===== src/rtl/mpu_store.sv =====
// Streams a matrix register out of the MPU register file in row-major order over valid/ready.
// First element is valid 3 cycles after ack; a 2-entry FIFO absorbs backpressure and stalls reads when full.
module mpu_store #(
  parameter int FP              = 32,
  parameter int M               = 4,
  parameter int N               = 4,
  parameter int MBITS           = 2,
  parameter int NBITS           = 2,
  parameter int MATRIX_REG_SIZE = 2
) (
  input  logic                       clk,
  input  logic                       rst,
  input  logic                       store_en_in,
  input  logic [MATRIX_REG_SIZE-1:0] mem_store_addr_in,
  output logic                       mem_store_ack_out,
  output logic                       mem_store_error_out,
  output logic                       mem_store_busy_out,
  output logic                       mem_store_valid_out,
  input  logic                       mem_store_ready_in,
  output logic [FP-1:0]              mem_store_element_out,
  output logic                       mem_store_last_out,
  output logic [MBITS:0]             mem_m_store_size_out,
  output logic [NBITS:0]             mem_n_store_size_out,
  output logic [MATRIX_REG_SIZE-1:0] reg_store_addr_out,
  input  logic [MBITS:0]             reg_m_store_size_in,
  input  logic [NBITS:0]             reg_n_store_size_in,
  output logic                       reg_store_en_out,
  output logic [MBITS:0]             reg_i_store_loc_out,
  output logic [NBITS:0]             reg_j_store_loc_out,
  input  logic [FP-1:0]              reg_store_element_in
);

  typedef enum logic [1:0] {
    STORE_IDLE  = 2'd0,
    STORE_READ  = 2'd1,
    STORE_DRAIN = 2'd2
  } state_t;

  localparam logic [MBITS:0] L_M_MAX = M[MBITS:0];
  localparam logic [NBITS:0] L_N_MAX = N[NBITS:0];
  localparam logic [MBITS:0] L_M_ONE = {{MBITS{1'b0}}, 1'b1};
  localparam logic [NBITS:0] L_N_ONE = {{NBITS{1'b0}}, 1'b1};

  state_t                     r_state;
  logic                       r_error;
  logic [MATRIX_REG_SIZE-1:0] r_addr;
  logic [MBITS:0]             r_m;
  logic [NBITS:0]             r_n;
  logic [MBITS:0]             r_row;
  logic [NBITS:0]             r_col;
  logic                       r_inflight;
  logic                       r_inflight_last;
  logic [FP-1:0]              r_fifo_dat [2];
  logic                       r_fifo_last [2];
  logic                       r_wr_ptr;
  logic                       r_rd_ptr;
  logic [1:0]                 r_count;

  logic       w_busy;
  logic       w_size_bad;
  logic       w_accept;
  logic       w_pop;
  logic       w_push;
  logic [2:0] w_occ;
  logic [2:0] w_limit;
  logic       w_issue;
  logic       w_col_wrap;
  logic       w_last_issue;
  logic       w_head_last;

  assign w_busy     = (r_state != STORE_IDLE);
  assign w_size_bad = (reg_m_store_size_in == '0) || (reg_n_store_size_in == '0) ||
                      (reg_m_store_size_in > L_M_MAX) || (reg_n_store_size_in > L_N_MAX);
  assign w_accept   = !rst && (r_state == STORE_IDLE) && store_en_in && !w_size_bad;

  assign w_pop       = (r_count != 2'd0) && mem_store_ready_in;
  assign w_push      = r_inflight;
  assign w_head_last = r_fifo_last[r_rd_ptr];

  // A read only issues when its data is guaranteed a FIFO slot on return,
  // counting the element leaving this cycle as freed space.
  assign w_occ        = {1'b0, r_count} + {2'b00, r_inflight};
  assign w_limit      = 3'd2 + {2'b00, w_pop};
  assign w_issue      = !rst && (r_state == STORE_READ) && (w_occ < w_limit);
  assign w_col_wrap   = (r_col == (r_n - L_N_ONE));
  assign w_last_issue = w_issue && w_col_wrap && (r_row == (r_m - L_M_ONE));

  assign mem_store_ack_out     = w_accept;
  assign mem_store_error_out   = r_error;
  assign mem_store_busy_out    = w_busy;
  assign mem_store_valid_out   = (r_count != 2'd0);
  assign mem_store_element_out = r_fifo_dat[r_rd_ptr];
  assign mem_store_last_out    = (r_count != 2'd0) && w_head_last;
  assign mem_m_store_size_out  = w_busy ? r_m : '0;
  assign mem_n_store_size_out  = w_busy ? r_n : '0;
  assign reg_store_addr_out    = w_busy ? r_addr : mem_store_addr_in;
  assign reg_store_en_out      = w_issue;
  assign reg_i_store_loc_out   = w_issue ? r_row : '0;
  assign reg_j_store_loc_out   = w_issue ? r_col : '0;

  always_ff @(posedge clk) begin
    if (rst) begin
      r_state         <= STORE_IDLE;
      r_error         <= 1'b0;
      r_addr          <= '0;
      r_m             <= '0;
      r_n             <= '0;
      r_row           <= '0;
      r_col           <= '0;
      r_inflight      <= 1'b0;
      r_inflight_last <= 1'b0;
      r_wr_ptr        <= 1'b0;
      r_rd_ptr        <= 1'b0;
      r_count         <= 2'd0;
      for (int k = 0; k < 2; k++) begin
        r_fifo_dat[k]  <= '0;
        r_fifo_last[k] <= 1'b0;
      end
    end else begin
      case (r_state)
        STORE_IDLE: begin
          if (store_en_in) begin
            if (w_size_bad) begin
              r_error <= 1'b1;
            end else begin
              r_error <= 1'b0;
              r_addr  <= mem_store_addr_in;
              r_m     <= reg_m_store_size_in;
              r_n     <= reg_n_store_size_in;
              r_row   <= '0;
              r_col   <= '0;
              r_state <= STORE_READ;
            end
          end
        end
        STORE_READ: begin
          if (w_issue) begin
            if (w_col_wrap) begin
              r_col <= '0;
              r_row <= r_row + L_M_ONE;
            end else begin
              r_col <= r_col + L_N_ONE;
            end
            if (w_last_issue) begin
              r_state <= STORE_DRAIN;
            end
          end
        end
        STORE_DRAIN: begin
          if (w_pop && w_head_last) begin
            r_state <= STORE_IDLE;
          end
        end
        default: r_state <= STORE_IDLE;
      endcase

      r_inflight      <= w_issue;
      r_inflight_last <= w_last_issue;

      if (w_push) begin
        r_fifo_dat[r_wr_ptr]  <= reg_store_element_in;
        r_fifo_last[r_wr_ptr] <= r_inflight_last;
        r_wr_ptr              <= ~r_wr_ptr;
      end
      if (w_pop) begin
        r_rd_ptr <= ~r_rd_ptr;
      end
      case ({w_push, w_pop})
        2'b10:   r_count <= r_count + 2'd1;
        2'b01:   r_count <= r_count - 2'd1;
        default: r_count <= r_count;
      endcase
    end
  end

endmodule

===== config.mk =====
export PLATFORM = sky130hd
export DESIGN_NAME = mpu_store
export DESIGN_NICKNAME = d
export VERILOG_FILES = /design/src/rtl/mpu_store.sv
export SDC_FILE = /design/constraint.sdc
export NUM_CORES = 1
export LEC_CHECK = 0
export CAP_MARGIN = 20
export CORE_AREA = 4 4 101 103
export DETAILED_ROUTE_END_ITERATION = 16
export DIE_AREA = 0 0 105 107
export PLACE_DENSITY = 0.72
export SLEW_MARGIN = 20
export SYNTH_ARGS = -nofsm -noshare
export SYNTH_HDL_FRONTEND = slang
export SYNTH_SLANG_ARGS = --single-unit
export TNS_END_PERCENT = 50

===== constraint.sdc =====
create_clock -name clk -period 5 [get_ports clk]
set_input_delay 0.75 -clock clk [delete_from_list [all_inputs] [get_ports clk]]
set_output_delay 0.75 -clock clk [all_outputs]
set_load 0.05 [all_outputs]

# ---- Yosys cells after proc, flatten, opt, wreduce, memory -nomap -nowiden
# Memories as Yosys holds them, arrays and structs flattened. A register that Yosys moved wholly into a read port is not among the register bits.
# Cells that the tools add are included.
# W data, S select, Z words.
dict set report classes {
  n_lt_le_gt_ge 3
  n_div 0
  reduce_logical 29
  addsub 8
  multipliers 0
  n_mux 36
  eq_ne 12
  bitwise_logic 3
  shifts 0
}
# op n
set ops {}
lappend ops {{$mux W32} 1}
lappend ops {{$reduce_or A32 Y1} 1}
lappend ops {{$mux W3} 10}
lappend ops {{$mux W1} 15}
lappend ops {{$mux W2} 6}
lappend ops {{$ne A2 B2 Y1 const B} 6}
lappend ops {{$pmux W3 S2} 2}
lappend ops {{$logic_and A1 B1 Y1} 10}
lappend ops {{$reduce_and A5 Y1} 2}
lappend ops {{$reduce_bool A2 Y1} 4}
lappend ops {{$add A3 B1 Y3 const B} 2}
lappend ops {{$eq A3 B3 Y1} 2}
lappend ops {{$gt A3 B3 Y1 const B} 2}
lappend ops {{$logic_not A3 Y1} 2}
lappend ops {{$pmux W2 S3} 1}
lappend ops {{$sub A3 B1 Y3 const B} 2}
lappend ops {{$eq A2 B1 Y1 const B} 2}
lappend ops {{$eq A2 B2 Y1 const B} 2}
lappend ops {{$pmux W2 S2} 1}
lappend ops {{$reduce_and A4 Y1} 1}
lappend ops {{$add A2 B1 Y3} 1}
lappend ops {{$add A2 B1 Y3 const A} 1}
lappend ops {{$logic_or A1 B1 Y1} 3}
lappend ops {{$lt A3 B3 Y1} 1}
lappend ops {{other kinds (8)} 11}
dict set report totals {
  input_bits 44
  romBits 0
  memories 2
  latch_bits 0
  out_inout_bits 52
  word_cells 105
  regBits 23
  ram_bits 66
}
# memory words width read_ports rd_ports_with_merged_regs wr line
set memory_table {}
lappend memory_table {r_fifo_dat 2 32 1 1 2 53} ;# logic [FP-1:0] r_fifo_dat [2];
lappend memory_table {r_fifo_last 2 1 1 1 2 54} ;# logic r_fifo_last [2];

# ---- Logic depth before layout (Yosys ltp)
# Gate-level depths: netlist of the first run.
dict set report depth {
  depth_word 10
  depth_mapped 7
  mapped_depth_nobuf 7
}

# ---- Worst setup path before layout of the first run
# No wires, ideal clock.
dict set report synth_path {
  path_type {input -> output}
  startpoint {input port reg_n_store_size_in[0]}
  endpoint {output port mem_store_ack_out}
  setup_slack_ns 2.224
  cell_stages 5
  arrival_ns 2.026
  t_required_ns 4.250
  path_cell_list {nor2_1 > xnor2_1 > nand4_1 > buf_2 > nor2_1}
}
dict set report synth_via {
  elab_chain_len 6
  word_cells_on_any_way 7
  classes_between {order compare: 1; reduce/logical: 6}
}
# item line
set synth_rtl {}
lappend synth_rtl {{start, declared} 26} ;# input logic [NBITS:0] reg_n_store_size_in,
lappend synth_rtl {{parallel branches: the longest is 3 deep, another holds $gt A3 B3 Y1} -}
lappend synth_rtl {{$logic_or A1 B1 Y1 *} 73} ;# (reg_m_store_size_in > L_M_MAX) || (reg_n_store_size_in > L_N_MAX);
lappend synth_rtl {{$logic_not A1 Y1 *} 74} ;# assign w_accept = !rst && (r_state == STORE_IDLE) && store_en_in && !w_size_bad;
lappend synth_rtl {{$logic_and A1 B1 Y1 *} 74}
lappend synth_rtl {{end, declared} 15} ;# output logic mem_store_ack_out,
# Every way passes the cells marked *.

# ---- Worst setup path in the final report of the first run
dict set report layout_path {
  startpoint {input port mem_store_ready_in}
  endpoint {output port reg_store_en_out}
}
dict set report layout_via {
  elab_chain_len 4
}
# item line
set layout_rtl {}
lappend layout_rtl {{start, declared} 19} ;# input logic mem_store_ready_in,
lappend layout_rtl {{$logic_and A1 B1 Y1} 76} ;# assign w_pop = (r_count != 2'd0) && mem_store_ready_in;
lappend layout_rtl {{$add A2 B1 Y3} 83} ;# assign w_limit = 3'd2 + {2'b00, w_pop};
lappend layout_rtl {{$lt A3 B3 Y1} 84} ;# assign w_issue = !rst && (r_state == STORE_READ) && (w_occ < w_limit);
lappend layout_rtl {{$logic_and A1 B1 Y1} 84}
lappend layout_rtl {{end, declared} 27} ;# output logic reg_store_en_out,
# No other way between the ends.

==> results.md, run 1 <==
* Clk sink count at 90
* First drt pass iteration count at 5
* Number of library cell types mapped by synthesis at 33
* Routed wire length at 8.34 mm
* Multi-input gate area in the final layout at 1510 um^2
* Root buffer selected by CTS: clkbuf_8
* Final slew viol count at 0
* Top cell type's share of synthesized area at 0.488
* Die Wd at 105 um
* Final setup TNS at 0 ns
* Worst voltage drop across the vdd grid at 0.160 mV
* Buffers & Inverters on Critical Path at 2
* Total of endpoints with negative setup slack in the final report at 0
* Post-synth net total at 366
* Post-cts repair resize count at 0
* Number of hold-slack violations in the final timing report at 0
* Detailed placement HPWL at 5.59 mm
* Core Box Area at 9200 um^2
* Top cell family by delay on the critical path: buffers and inverters
* Final worst-path setup slack at 1.10 ns
* Number of port buffers at 95
* Detail Route Antenna Nets at 0
* Shortest period the worst path allows at 3.90 ns
* Number of standard cells after synthesis at 315
* Count of cells along the worst hold path at 2
* Die height at 107 um
* Clock tree from TritonCTS: done
* Max cap viols at 0
* Number of clock buffers inserted by TritonCTS at 9
* Outcome: completed
* CP startpoint kind: input pin
* RePlAce Congestion at 0.731
* Number of violations reported at the end of detailed-routing iteration 0 at 104
* Cell type contributing the most total cell area after synthesis: edfxtp_1
* Headroom to the max-slew limit at 0.455
* Area of the die at 11200 um^2
* Path depth of the worst reg2reg path at 5
* Effective utilization at floorplan at 0.442
* Total vias in the final route at 2598
* Critical-path cell with the highest stage delay: clkdlybuf4s50_1
* Post-Synthesis Cell Area at 4070 um^2
* Max Clk Rate at 257 MHz
* Number of primary I/O pins at 96
* Maximum level of the CTS H-tree at 3
* Kind of end point of the critical path: output port
* Actual slew at the worst max-slew pin at 0.818 ns
* Portion of the post-synthesis area used by sequential elements at 0.606
* Required time at the endpoint of the critical path at 4.25 ns
* Most common cell after layout, fill and taps aside: clkdlybuf4s50_1
* Number of nets in the final layout at 462
* Via count of the first global-routing pass at 2708
* Post-CTS clock slew at the launch and capture registers of the worst setup and hold paths at 0.09 ns
* Power per unit of standard cell area at 340 nW/um^2
* Total DRC errors in the routed layout at 0
* Async SR Flop Fraction at 0
* Post-route fraction of the period consumed by the critical path at 0.779
* Peak fanout along the critical path at 12
* Leading register cell type out of synthesis: edfxtp_1
* Initial antenna violation count at 0
* Largest net degree at the start of global routing at 34
* Total number of placement rows at 35
* Wire length per cell after detailed routing at 15.8 um
* Highest-count cells in the layout ignoring fill and taps: 95 x clkdlybuf4s50_1, 68 x and2_1, 66 x edfxtp_1
* Number of vias per cell after detailed routing at 4.93
* Worst slack after detailed placement at 1.10 ns
* RSZ-0062 raised after global routing: false
* Arr. time, crit path at 3.15 ns
* Post-CTS setup buffer count at 0
* Hold_buf cts at 0
* Area added between synthesis and finish at 33.4%
* Antenna Diode Count at 0
* Cell-by-cell listing of the critical path: clkdlybuf4s50_1 -> o21ai_1 -> o21ai_1 -> and2_1 -> clkdlybuf4s50_1
* Largest stage delay, worst path at 0.84 ns
* GR Util All Layers at 0.150
* Static leakage at 0.00211 uW
* Share of final-layout standard cells stronger than drive strength 1 at 0.154
* Cell count along the critical path at 5
* First-pass GRT wire length at 13.2 mm
* Clk buf depth at 2
* EDFF count, synth at 66
* Register bit count reported by yosys at 90
* Synth area leaders: edfxtp_1 49%, dfxtp_1 12%, and2_1 10%, mux2_2 9.4%, mux2i_1 2.7%
* Worst-Skew Late Latency at 0.35 ns
* Area taken by flip-flops and latches at 2460 um^2
* Critical path start-end classification: input pin to output port
* Worst clock skew at 0.0123 ns
* Count of filler cells inserted in the layout at 790
* Mean instance size in the synthesized netlist at 12.9 um^2
* Grt ovf at 0
* Worst min-delay path class: register to register
* Syn. warnings at 0
## layout make-up
type | count | area share
clock buffer | 9 | 0.0228
clock inverter | 7 | 0.0275
inverter | 10 | 0.00692
multi-input combinational | 198 | 0.278
sequential | 90 | 0.454
tap | 111 | 0.0256
timing repair buffer | 102 | 0.185
## synth_stat cells, types with 2 or more instances
cell / count
inv_1: 10
and2_1: 68
and3_1: 5
nand4_1: 3
nor2b_1: 2
xnor2_1: 9
nor2_1: 29
xor2_1: 5
buf_2: 2
o21ai_1: 2
dfxtp_1: 24
xor3_1: 2
edfxtp_1: 66
mux2_2: 34
nor3_1: 3
a21oi_1: 4
mux2i_1: 11
nand3b_1: 3
clkbuf_1: 13
ha_1: 7
## worst min-delay path: cells and delay by family (launching register included)
kind             cells  cell delay, ns
AND/OR/NAND/NOR      1            0.07
AO/OA/AOI/OAI        1            0.04
flip-flops           1            0.35
## sequential cells by signal (all words and copies together), names as in the netlist, named ones only
name	count
r_addr	2
r_m	3
r_inflight	1
r_col	3
r_state	2
r_wr_ptr	1
r_rd_ptr	1
r_row	3
r_fifo_dat	64
r_count	2
mem_store_error_out	1
r_inflight_last	1
r_n	3
r_fifo_last	2
## stage by stage
| step | hold slack, ns | util | area, um^2 | std cells | power (uW) |
|---|---|---|---|---|---|
| finish | 0.490 | 0.590 | 5420 | 527 | 1850 |
| global placement | 0.473 | 0.560 | 5150 | 511 | 1200 |
| detailed placement | 0.473 | 0.560 | 5150 | 511 | 1210 |
| global route | 0.546 | 0.590 | 5420 | 527 | 1910 |
| floorplan | 0.459 | - | 4070 | 315 | 1080 |
| CTS | 0.499 | 0.590 | 5420 | 527 | 1860 |
## where the power goes
part	total [uW]	switching [uW]	leakage, uW	internal (uW)
Sequential	851	18.6	0.000878	832
Clock	657	269	0.000136	389
Combinational	337	199	0.00110	138
## path summary, 6_finish.rpt
path	start	end	slack, ns
setup / recovery	mem_store_ready_in	reg_store_en_out	1.10
hold / removal	mem_store_error_out	mem_store_error_out	0.49
setup reg to reg	r_count[0]	r_state[0]	2.94
hold reg to reg	mem_store_error_out	mem_store_error_out	0.49
## per-layer routing
layer | routed length, um | track usage | up-vias
met2 | 4180 | 0.258 | 67
met3 | 429 | 0.0355 | 7
met1 | 3650 | 0.183 | 1248
met5 | 0 | 0 | -
met4 | 83 | 0.0600 | 0
li1 | - | - | 1276
## kinds of logic (layout without fill, tap and decap cells)
family	Yosys count	count (layout)	share of synthesized area
fa+ha+maj	7	7	0.0215
buf+inv	27	128	0.0259
flops	90	90	0.606
mux	45	45	0.121
xor+xnor	16	16	0.0419
simple gates	122	122	0.173
compound gates	8	8	0.0105
(Power assumes the default switching activity.)
==> inputs of run 2 (changes only) <==
clock period = 4.1 ns   (was 5 ns; I/O delays follow)
==> run 2 against run 1 <==
Net effect: combinational power is 22% higher; count of clock-buffer cells in the layout stayed put; total power is 10% higher; critical endpoint is now mem_store_element_out[11]; non-clock buffer count stayed put; sequential share of layout area is 0.72 points higher; largest cell class unchanged.
==> results.md, run 2 (synthesis results as in run 1) <==
* Wire length per cell after detailed routing at 15.2 um (-3.7%)
* Post-route fraction of the period consumed by the critical path at 0.753
* Clk buf depth at 2 (unchanged)
* Worst min-delay path class: register to register
* Number of primary I/O pins at 96 (unchanged)
* Detailed placement HPWL at 5.52 mm (-1.3%)
* Share of final-layout standard cells stronger than drive strength 1 at 0.168 (+0.0144)
* DP Area at 5140 um^2 (about the same)
* Die Wd at 105 um (unchanged)
* Cell-by-cell listing of the critical path: buf_12 -> mux2_2 -> clkdlybuf4s50_1
* Worst-Skew Late Latency at 0.34 ns (about the same)
* Effective utilization at floorplan at 0.442 (unchanged)
* Area added between synthesis and finish at 31.3%
* Headroom to the max-slew limit at 0.433 (-0.0217)
* RePlAce Congestion at 0.700 (-4.3%)
* Post-cts repair resize count at 0 (unchanged)
* Area taken by flip-flops and latches at 2460 um^2 (unchanged)
* Worst clock skew at 0.0101 ns (-0.00217 ns)
* Count of filler cells inserted in the layout at 767 (-2.9%)
* Post-route standard cell area excluding fillers at 5340 um^2 (-1.6%)
* Final worst-path setup slack at 1.01 ns (-0.0927 ns)
* Top cell family by delay on the critical path: buffers and inverters
* Antenna Diode Count at 0 (unchanged)
* Max cap viols at 0 (unchanged)
* Core Box Area at 9200 um^2 (unchanged)
* Final setup TNS at 0 ns (unchanged)
* Post-CTS clock slew at the launch and capture registers of the worst setup and hold paths at 0.08 ns (about the same)
* CP startpoint kind: register
* Area of the die at 11200 um^2 (unchanged)
* Largest stage delay, worst path at 0.80 ns (-0.04 ns)
* Largest net degree at the start of global routing at 34 (unchanged)
* Total vias in the final route at 2570 (-1.1%)
* Clock tree from TritonCTS: done
* Total number of placement rows at 35 (unchanged)
* Power per unit of standard cell area at 382 nW/um^2 (+12%)
* Worst slack after detailed placement at 1.09 ns (-0.0167 ns)
* Die height at 107 um (unchanged)
* Hold_buf cts at 0 (unchanged)
* Largest register FFs at 64 (unchanged)
* Worst voltage drop across the vdd grid at 0.160 mV (-0.32%)
* Number of clock buffers inserted by TritonCTS at 9 (unchanged)
* Critical-path cell with the highest stage delay: dfxtp_1
* Critical path start-end classification: register to output port
* RSZ-0062 raised after global routing: false
* Shortest period the worst path allows at 3.09 ns
* Grt ovf at 0 (unchanged)
* Max Clk Rate at 324 MHz
* GR Util All Layers at 0.147 (-0.00371)
* Minimum hold slack at 0.496 ns (+0.00632 ns)
* Total of endpoints with negative setup slack in the final report at 0 (unchanged)
* Number of port buffers at 95 (unchanged)
* Static leakage at 0.00209 uW (-1.0%)
* Multi-input gate area in the final layout at 1510 um^2 (unchanged)
* Number of violations reported at the end of detailed-routing iteration 0 at 74 (-29%)
* First-pass GRT wire length at 13.0 mm (-1.8%)
* Routed wire length at 8.03 mm (-3.7%)
* Clk sink count at 90 (unchanged)
* Path depth of the worst reg2reg path at 5 (unchanged)
* Detail Route Antenna Nets at 0 (unchanged)
* Count of cells along the worst hold path at 2 (unchanged)
* Actual slew at the worst max-slew pin at 0.846 ns (+0.0280 ns)
* Via count of the first global-routing pass at 2691 (-0.63%)
* Root buffer selected by CTS: clkbuf_8
* Peak fanout along the critical path at 20 (+8)
* Outcome: completed
* Arr. time, crit path at 2.47 ns (-0.68 ns)
* Most common cell after layout, fill and taps aside: clkdlybuf4s50_1
* Cell count along the critical path at 3 (-2)
* Required time at the endpoint of the critical path at 3.48 ns (-0.77 ns)
* Maximum level of the CTS H-tree at 3 (unchanged)
* Post-CTS setup buffer count at 0 (unchanged)
* Number of nets in the final layout at 462 (unchanged)
* Number of hold-slack violations in the final timing report at 0 (unchanged)
* Top register by number of flip-flops: r_fifo_dat
* Utilization of the core after routing at 0.580 (-0.00925)
* Buffers & Inverters on Critical Path at 2 (unchanged)
* Initial antenna violation count at 0 (unchanged)
* Kind of end point of the critical path: output port
* Highest-count cells in the layout ignoring fill and taps: 88 x clkdlybuf4s50_1, 68 x and2_1, 66 x edfxtp_1
* Total DRC errors in the routed layout at 0 (unchanged)
* Number of vias per cell after detailed routing at 4.88 (-1.1%)
* Final slew viol count at 0 (unchanged)
* First drt pass iteration count at 4 (-1)
## run 2: power breakdown
group / internal, uW / switching, uW
Clock: 281 / 306
Combinational: 171 / 240
Sequential: 1020 / 22.9
Total: 1470 / 570
## run 2: metrics by stage
stage	cells	total power (uW)
6_report	527	2040
5_1_grt	527	2120
3_3_place_gp	511	1470
3_5_place_dp	511	1470
4_1_cts	527	2060
2_1_floorplan	315	1320
## run 2: worst min-delay path, cell delays in order, from the launching register on
cell     delay (ns)
dfxtp_1        0.34
a21oi_1        0.04
nor2_1         0.08
## run 2: final cells by class
class / instances / area share
Tap cell: 111 / 0.0260
Clock inverter: 7 / 0.0129
Multi-Input combinational cell: 198 / 0.282
Sequential cell: 90 / 0.461
Timing Repair Buffer: 102 / 0.187
Clock buffer: 9 / 0.0232
Inverter: 10 / 0.00703
## run 2: worst paths after layout
| path | endpoint | startpoint | slack, ns |
|---|---|---|---|
| max | mem_store_element_out[11] | register | 1.01 |
| min | mem_store_error_out | mem_store_error_out | 0.50 |
| max reg2reg | r_state[0] | r_count[0] | 2.15 |
| min reg2reg | mem_store_error_out | mem_store_error_out | 0.50 |
## run 2: layer usage
layer,track usage,vias to the layer above,wire [um]
li1,-,1279,-
met1,0.176,1214,3520
met2,0.256,68,4010
met3,0.0373,9,411
met4,0.0506,0,87
met5,0,-,0
==> inputs of run 3 (changes only) <==
PLACE_DENSITY = 0.75   (was 0.72)
clock period = 2.8 ns   (was 4.1 ns; I/O delays follow)
==> run 3 against run 2 <==
Net effect: hold slack worse by 0.0024 ns; first-iteration DRC count up 24%; critical path depth unchanged; non-clock buffer count grew 3; count of clock-buffer cells in the layout unchanged; combinational power increased by 50%; register-to-register slack worse by 1.2 ns.
==> results.md, run 3 (synthesis results as in run 1) <==
* Top cell family by delay on the critical path: buffers and inverters
* Via count of the first global-routing pass at 2748 (+2.1%)
* Critical path start-end classification: register to output port
* Worst slack after detailed placement at 0.524 ns (-0.563 ns)
* Highest-count cells in the layout ignoring fill and taps: 86 x clkdlybuf4s50_1, 68 x and2_1, 66 x edfxtp_1
* Outcome: completed
* Root buffer selected by CTS: clkbuf_8
* Post-route standard cell area excluding fillers at 5440 um^2 (+1.9%)
* Worst min-delay path class: register to register
* Post-CTS setup buffer count at 0 (unchanged)
* Required time at the endpoint of the critical path at 2.38 ns (-1.10 ns)
* Hold_buf cts at 0 (unchanged)
* Worst-Skew Late Latency at 0.35 ns (about the same)
* Clk buf depth at 2 (unchanged)
* Total number of placement rows at 35 (unchanged)
* Total of endpoints with negative setup slack in the final report at 0 (unchanged)
* Number of primary I/O pins at 96 (unchanged)
* Number of port buffers at 95 (unchanged)
* First-pass GRT wire length at 13.4 mm (+3.3%)
* Routed wire length at 8.34 mm (+3.8%)
* Static leakage at 0.00212 uW (+1.3%)
* Actual slew at the worst max-slew pin at 0.877 ns (+0.0316 ns)
* Initial antenna violation count at 0 (unchanged)
* Number of clock buffers inserted by TritonCTS at 9 (unchanged)
* Final worst-path setup slack at 0.283 ns (-0.729 ns)
* Detailed placement HPWL at 5.80 mm (+5.0%)
* Maximum level of the CTS H-tree at 3 (unchanged)
* Grt ovf at 0 (unchanged)
* Effective utilization at floorplan at 0.442 (unchanged)
* First drt pass iteration count at 4 (unchanged)
* Area of the die at 11200 um^2 (unchanged)
* Max cap viols at 0 (unchanged)
* Die Wd at 105 um (unchanged)
* Post-cts repair resize count at 0 (unchanged)
* Largest net degree at the start of global routing at 34 (unchanged)
* Post-CTS clock slew at the launch and capture registers of the worst setup and hold paths at 0.08 ns (about the same)
* Clock tree from TritonCTS: done
* Core Box Area at 9200 um^2 (unchanged)
* Utilization of the core after routing at 0.592 (+0.0113)
* CP startpoint kind: register
* Max Clk Rate at 397 MHz
* Share of final-layout standard cells stronger than drive strength 1 at 0.181 (+0.0131)
* RSZ-0062 raised after global routing: false
* GR Util All Layers at 0.151 (+0.00459)
* Minimum hold slack at 0.494 ns (-0.00235 ns)
* Clk sink count at 90 (unchanged)
* RePlAce Congestion at 0.761 (+8.7%)
* Largest stage delay, worst path at 0.71 ns (-0.09 ns)
* Headroom to the max-slew limit at 0.415 (-0.0180)
* Number of hold-slack violations in the final timing report at 0 (unchanged)
* Critical-path cell with the highest stage delay: clkdlybuf4s50_1
* Detail Route Antenna Nets at 0 (unchanged)
* Total vias in the final route at 2640 (+2.7%)
* Total DRC errors in the routed layout at 0 (unchanged)
* Largest register FFs at 64 (unchanged)
* Number of violations reported at the end of detailed-routing iteration 0 at 92 (+24%)
* Worst voltage drop across the vdd grid at 0.221 mV (+38%)
* Kind of end point of the critical path: output port
* Arr. time, crit path at 2.10 ns (-0.37 ns)
* Antenna Diode Count at 0 (unchanged)
* Final slew viol count at 0 (unchanged)
* Area added between synthesis and finish at 33.9%
* Number of nets in the final layout at 465 (+0.65%)
* DP Area at 5260 um^2 (+2.3%)
* Wire length per cell after detailed routing at 15.7 um (+3.2%)
* Peak fanout along the critical path at 27 (+35%)
* Final setup TNS at 0 ns (unchanged)
* Power per unit of standard cell area at 538 nW/um^2 (+41%)
* Top register by number of flip-flops: r_fifo_dat
* Number of vias per cell after detailed routing at 4.98 (+2.1%)
* Die height at 107 um (unchanged)
* Post-route fraction of the period consumed by the critical path at 0.899
* Most common cell after layout, fill and taps aside: clkdlybuf4s50_1
* Cell-by-cell listing of the critical path: buf_12 -> mux2_2 -> clkdlybuf4s50_1
* Shortest period the worst path allows at 2.52 ns
* Worst clock skew at 0.00777 ns (-0.00233 ns)
* Buffers & Inverters on Critical Path at 2 (unchanged)
==> run 3: cell types whose count changed in the layout (fill, tap and decap cells not counted), moves of 2 or more <==
cell,before,now
clkinv_2,2,0
buf_4,13,10
buf_12,1,9
clkdlybuf4s50_1,88,86
==> run 3: worst paths after layout <==
path              slack, ns                start  cells past startpoint                        to
hold / removal         0.49  mem_store_error_out                      2       mem_store_error_out
setup reg to reg       0.96           r_count[0]                      7                  r_col[1]
hold reg to reg        0.49  mem_store_error_out                      2       mem_store_error_out
setup / recovery       0.28             register                      3  mem_store_element_out[2]
==> run 3: power by group <==
part | internal, uW | leakage, uW | switching [uW] | total, uW
clock | 329 | 0.0000839 | 471 | 800
combinational | 256 | 0.00115 | 358 | 615
sequential | 1490 | 0.000879 | 28.4 | 1520
==> run 3: metrics by stage <==
step	power, uW	std cells
2_1_floorplan	1930	315
3_3_place_gp	2160	514
3_5_place_dp	2170	514
4_1_cts	2960	530
5_1_grt	3050	530
6_report	2930	530
==> run 3: tightest hold or removal path: cells and delay by family, from the launching register on <==
kind             cells  cell delay [ns]
AO/OA/AOI/OAI        1             0.05
flip-flops           1             0.35
AND/OR/NAND/NOR      1             0.07
==> run 3: area by class of cell <==
type                       count  area (um^2)
inverter                      10         37.5
clock inverter                 7         53.8
sequential                    90         2460
fill                         745         3750
timing repair buffer         105         1120
multi-input combinational    198         1510
tap                          111          139
clock buffer                   9          124
==> run 3: per-layer routing <==
layer  share of wire  GRT usage  vias to the layer above  routed length (um)
li1                -          -                     1280                   -
met1            0.43      0.180                     1272                3620
met2            0.50      0.265                       78                4130
met3           0.059     0.0391                       10                 489
met4           0.012     0.0534                        0                 102
met5               0          0                        -                   0
